File: config.mk
export PLATFORM = sky130hd
export DESIGN_NAME = dcache_port_arbiter
export DESIGN_NICKNAME = d
export VERILOG_FILES = /design/src/rtl/dcache_port_arbiter.sv
export SDC_FILE = /design/constraint.sdc
export NUM_CORES = 1
export LEC_CHECK = 0
export ABC_CLOCK_PERIOD_IN_PS = 2300
export BUFFER_PORTS_ARGS = -buffer_cell sky130_fd_sc_hd__buf_4
export CORE_UTILIZATION = 25
export CTS_BUF_LIST = sky130_fd_sc_hd__clkbuf_8 sky130_fd_sc_hd__clkbuf_16
export CTS_CLUSTER_DIAMETER = 150
export DETAILED_ROUTE_END_ITERATION = 10
export PLACE_DENSITY = 0.56
export SKIP_LAST_GASP = 1
export SYNTH_ARGS = -nofsm -noshare
export SYNTH_HDL_FRONTEND = slang
export SYNTH_SLANG_ARGS = --single-unit
File: constraint.sdc
create_clock -name clk -period 2.3 [get_ports clk]
set_input_delay 0.46 -clock clk [delete_from_list [all_inputs] [get_ports clk]]
set_output_delay 0.46 -clock clk [all_outputs]
set_load 0.03 [all_outputs]
File: src/rtl/dcache_port_arbiter.sv
// Arbitrates load, store-drain and maintenance requesters onto a single dcache port.
// One operation is outstanding at a time; stores gain priority after STARVE_MAX load grants.
module dcache_port_arbiter #(
  parameter int unsigned ADDR_W     = 32,
  parameter int unsigned DATA_W     = 32,
  parameter int unsigned STARVE_MAX = 4
) (
  input  logic                  clk,
  input  logic                  rst,
  input  logic                  ld_req_i,
  input  logic [ADDR_W-1:0]     ld_addr_i,
  output logic                  ld_ack_o,
  output logic [DATA_W-1:0]     ld_rdata_o,
  input  logic                  st_req_i,
  input  logic [ADDR_W-1:0]     st_addr_i,
  input  logic [DATA_W-1:0]     st_wdata_i,
  input  logic [DATA_W/8-1:0]   st_sel_i,
  output logic                  st_ack_o,
  input  logic                  flush_req_i,
  input  logic                  kill_req_i,
  output logic                  mnt_ack_o,
  output logic                  dc_req_o,
  output logic                  dc_w_en_o,
  output logic                  dc_flush_o,
  output logic                  dc_kill_o,
  output logic [ADDR_W-1:0]     dc_addr_o,
  output logic [DATA_W-1:0]     dc_wdata_o,
  output logic [DATA_W/8-1:0]   dc_sel_o,
  input  logic                  dc_ack_i,
  input  logic [DATA_W-1:0]     dc_rdata_i
);

  localparam logic [3:0] STARVE_LIM = 4'(STARVE_MAX);

  typedef enum logic [1:0] {IDLE, LOAD, STORE, MAINT} state_t;

  state_t     state, state_next;
  logic [3:0] starve_cnt, starve_cnt_next;
  logic       starved;
  logic       grant_ld, grant_st, grant_mnt;
  logic       op_done;

  assign starved = st_req_i && (starve_cnt >= STARVE_LIM);

  always_comb begin
    state_next = state;
    grant_ld   = 1'b0;
    grant_st   = 1'b0;
    grant_mnt  = 1'b0;
    ld_ack_o   = 1'b0;
    st_ack_o   = 1'b0;
    mnt_ack_o  = 1'b0;
    case (state)
      IDLE: begin
        // dc_ack_i is deliberately not looked at here
        if (kill_req_i || flush_req_i) begin
          grant_mnt  = 1'b1;
          state_next = MAINT;
        end else if (starved) begin
          grant_st   = 1'b1;
          state_next = STORE;
        end else if (ld_req_i) begin
          grant_ld   = 1'b1;
          state_next = LOAD;
        end else if (st_req_i) begin
          grant_st   = 1'b1;
          state_next = STORE;
        end
      end
      LOAD: begin
        if (dc_ack_i) begin
          ld_ack_o   = 1'b1;
          state_next = IDLE;
        end
      end
      STORE: begin
        if (dc_ack_i) begin
          st_ack_o   = 1'b1;
          state_next = IDLE;
        end
      end
      MAINT: begin
        if (dc_ack_i) begin
          mnt_ack_o  = 1'b1;
          state_next = IDLE;
        end
      end
      default: state_next = IDLE;
    endcase
  end

  assign op_done    = ld_ack_o || st_ack_o || mnt_ack_o;
  assign ld_rdata_o = ld_ack_o ? dc_rdata_i : '0;

  // Counts loads that overtook a waiting store; any gap in the store request forgives it.
  always_comb begin
    starve_cnt_next = starve_cnt;
    if (!st_req_i || grant_st) begin
      starve_cnt_next = '0;
    end else if (grant_ld && (starve_cnt != 4'hF)) begin
      starve_cnt_next = starve_cnt + 4'd1;
    end
  end

  always_ff @(posedge clk or posedge rst) begin
    if (rst) begin
      state      <= IDLE;
      starve_cnt <= '0;
      dc_req_o   <= 1'b0;
      dc_w_en_o  <= 1'b0;
      dc_flush_o <= 1'b0;
      dc_kill_o  <= 1'b0;
      dc_addr_o  <= '0;
      dc_wdata_o <= '0;
      dc_sel_o   <= '0;
    end else begin
      state      <= state_next;
      starve_cnt <= starve_cnt_next;
      if (grant_ld) begin
        dc_req_o   <= 1'b1;
        dc_w_en_o  <= 1'b0;
        dc_addr_o  <= ld_addr_i;
        dc_wdata_o <= '0;
        dc_sel_o   <= '0;
      end else if (grant_st) begin
        dc_req_o   <= 1'b1;
        dc_w_en_o  <= 1'b1;
        dc_addr_o  <= st_addr_i;
        dc_wdata_o <= st_wdata_i;
        dc_sel_o   <= st_sel_i;
      end else if (grant_mnt) begin
        dc_flush_o <= flush_req_i && !kill_req_i;
        dc_kill_o  <= kill_req_i;
        dc_addr_o  <= '0;
        dc_wdata_o <= '0;
        dc_sel_o   <= '0;
      end else if (op_done) begin
        dc_req_o   <= 1'b0;
        dc_w_en_o  <= 1'b0;
        dc_flush_o <= 1'b0;
        dc_kill_o  <= 1'b0;
      end
    end
  end

endmodule

==> parameters.txt <==
Parameter                              Value

Finish
  Net count reported at finish ... 663
  Commonest non-fill, non-tap cell in the layout ... sky130_fd_sc_hd__buf_4
  Antenna cells ... 0
  Fin area ... 0.00586 mm²
  Commonest non-fill, non-tap cells in the layout ... sky130_fd_sc_hd__buf_4 (252), sky130_fd_sc_hd__dfrtp_1 (78), sky130_fd_sc_hd__a22o_1 (37)
  Share of final-layout standard cells stronger than drive strength 1 ... 52.8%
  Area added between synthesis and finish ... 67.8%
  Filler-free cell count of the finished design ... 704

Clocking
  Number of gates resized after cts ... 0
  Number of buffers on the longest clock path ... 2
  Post-CTS setup-driven buffer insertion count ... 0
  Clock buffers created by TritonCTS ... 9
  Number of sinks on the clock net ... 78
  CTS clk-pin slew, worst paths ... 0.06 ns
  TritonCTS clock tree ... done
  Later-pin clock latency in the skew report ... 0.33 ns
  CTS HTree Levels ... 3
  Hold-fix buffer count after cts ... 0
  Root buf cell ... sky130_fd_sc_hd__clkbuf_16

Timing
  Headroom to the max-slew limit ... 71.6%
  Actual transition at the worst max-transition pin ... 0.426 ns
  Min Tclk post-route ... 2.03 ns
  Pins Over Slew Limit ... 0
  Final-report setup violation count ... 0
  Final worst-path cycle share ... 88.2%
  Accumulated negative setup slack ... 0 ns
  Setup repair after global routing missed its margin ... false
  Upper clock frequency limit ... 493 MHz
  Setup Skew ... 0.00512 ns
  Final count of hold timing violations ... 0

Setup path
  Data arrival, critical path ... 1.57 ns
  Endpoint class of the critical path ... primary output
  Critical Path Source Type ... register
  Flop-to-flop setup slack ... 0.32 ns
  Setup CP Type ... register to primary output
  Req. time, crit path ... 1.84 ns
  Worst-path maximum fanout ... 33

Floorplanning
  Count of standard-cell rows ... 42
  I/O pins ... 246
  Core Box Area ... 0.0135 mm²
  Horizontal die dimension ... 120 µm
  Die outline area ... 0.0144 mm²
  Initial core utilization ... 25.9%
  Chip height ... 120 µm

GRT
  Number of global-route vias before repair ... 3249
  Wire length of the first global-routing pass ... 17100 µm
  Number of antenna violations at the first check in global routing ... 0
  GRT overflow ... 0
  Largest net degree at the start of global routing ... 79
  Global Route Usage Sum ... 15.2%

Power and ir drop
  Leakage power ... 3.04 nW
  Maximum vdd ir drop ... 0.444 mV
  Cell area power density ... 999 mW/mm²
  Overall Power ... 5.85 mW

Logic synthesis
  Count of unique library cells instantiated by Yosys ... 31
  Synth area leader ... sky130_fd_sc_hd__dfrtp_1
  Count of mapped cells out of synthesis ... 280
  Synth warn ... 0
  Yosys reg bits ... 78
  Share of Yosys cell area claimed by the top area cell type ... 55.9%
  Sequential-to-total area share from yosys stat ... 55.9%
  Area contributors post-synth ... sky130_fd_sc_hd__dfrtp_1 (56%), sky130_fd_sc_hd__a22o_1 (9.3%), sky130_fd_sc_hd__a221o_1 (9.2%)
  Average instance area after synthesis ... 12.5 µm²
  Combined area of all synthesized cells ... 0.00349 mm²
  Post-Syn Nets ... 420

Routing
  Vias post-DR ... 3317
  Remaining antenna violation count ... 0
  First drt pass iteration count ... 4
  Residual DRC ... 0
  Mean number of vias per cell ... 4.71
  Number of violations reported at the end of detailed-routing iteration 0 ... 134
  Wire length reported by the detailed router ... 11000 µm
  Average routed wire per standard cell ... 15.7 µm

Worst hold path
  Path class of the lowest-slack min-delay path ... primary input to asynchronous set/reset pin

Placed design
  Final weighted congestion of routability-driven global placement ... 0.750
  Total half-perimeter wirelength after legalization and detailed placement ... 7900 µm
  Number of instances in the placed design ... 688
  Placed Area ... 0.00556 mm²
  Count of port buffers added during placement ... 245

Status
  Run status ... completed

Job
  Max Cap Viol ... 0
sequential cells by signal (all words and copies together), names as in the netlist:
| signal | flops |
|---|---|
| dc_addr_o | 32 |
| dc_flush_o | 1 |
| dc_kill_o | 1 |
| dc_req_o | 1 |
| dc_sel_o | 4 |
| dc_w_en_o | 1 |
| dc_wdata_o | 32 |
| starve_cnt | 4 |
| state | 2 |
where the power goes:
part	internal, mW	switching (mW)	total [mW]
Clock	0.866	0.559	1.42
Combinational	1.05	1.49	2.54
Sequential	1.69	0.200	1.89
critical path: stages (launching register included):
cell,delay (ns)
sky130_fd_sc_hd__dfrtp_1,0.44
sky130_fd_sc_hd__inv_1,0.09
sky130_fd_sc_hd__and3_1,0.14
sky130_fd_sc_hd__buf_4,0.24
sky130_fd_sc_hd__and2_1,0.17
sky130_fd_sc_hd__buf_4,0.16
synthesized netlist by cell type (all sizes together):
master	number
nor2	6
o221ai	1
ha	1
o21ai	3
buf	14
nor4	2
or4	2
or3b	1
o211ai	3
a21boi	32
nand2	3
nor3	1
o21a	2
nor2b	1
o41ai	1
o221a	1
and2	32
inv	5
o22ai	1
nor3b	2
dfrtp	78
o21bai	1
mux2i	3
a211o	1
a22o	37
clkbuf	11
a221o	32
and3	3
per-layer routing:
layer / vias up / track usage (%) / routed length (µm)
met1: 1601 / 19.1 / 4670
met3: 14 / 5.56 / 952
met5: - / 0 / 0
met2: 147 / 23.8 / 5230
met4: 0 / 5.23 / 187
li1: 1555 / - / -
cells by family after synthesis:
kind of cell    Yosys count  share of synthesized area, %
compound gates          115                          28.3
fa+ha+maj                 1                         0.358
buf+inv                  30                          5.05
flops                    78                          55.9
mux                       3                         0.860
simple gates             53                          9.50
stage by stage:
| stage | util [%] | hold WS, ns | setup slack [ns] |
|---|---|---|---|
| after global routing | 43.5 | 0.261 | 0.154 |
| after detailed placement | 41.3 | 0.492 | 0.206 |
| after global placement | 41.3 | 0.479 | 0.221 |
| after floorplan | - | 0.505 | 0.377 |
| after CTS | 43.5 | 0.254 | 0.227 |
| final | 43.5 | 0.242 | 0.271 |
cell type report:
cell class	instances	area (µm²)
clock buffer	10	239
clock inverter	6	61.3
fill	1317	7590
inverter	5	22.5
multi-input combinational	172	1370
sequential	78	1950
tap	176	220
timing repair buffer	257	1990
path summary, 6_finish.rpt:
check / from / end / depth (start not counted)
setup reg to reg: state[1] / dc_addr_o[0] / 4
hold reg to reg: dc_req_o / dc_req_o / 1
setup / recovery: state[1] / ld_rdata_o[8] / 5
max in group asynchronous: rst / dc_wdata_o[16] / 3
hold / removal: rst / dc_addr_o[15] / 3
min in group clk: st_wdata_i[1] / dc_wdata_o[1] / 2
Power figures use the tool's default switching activity.
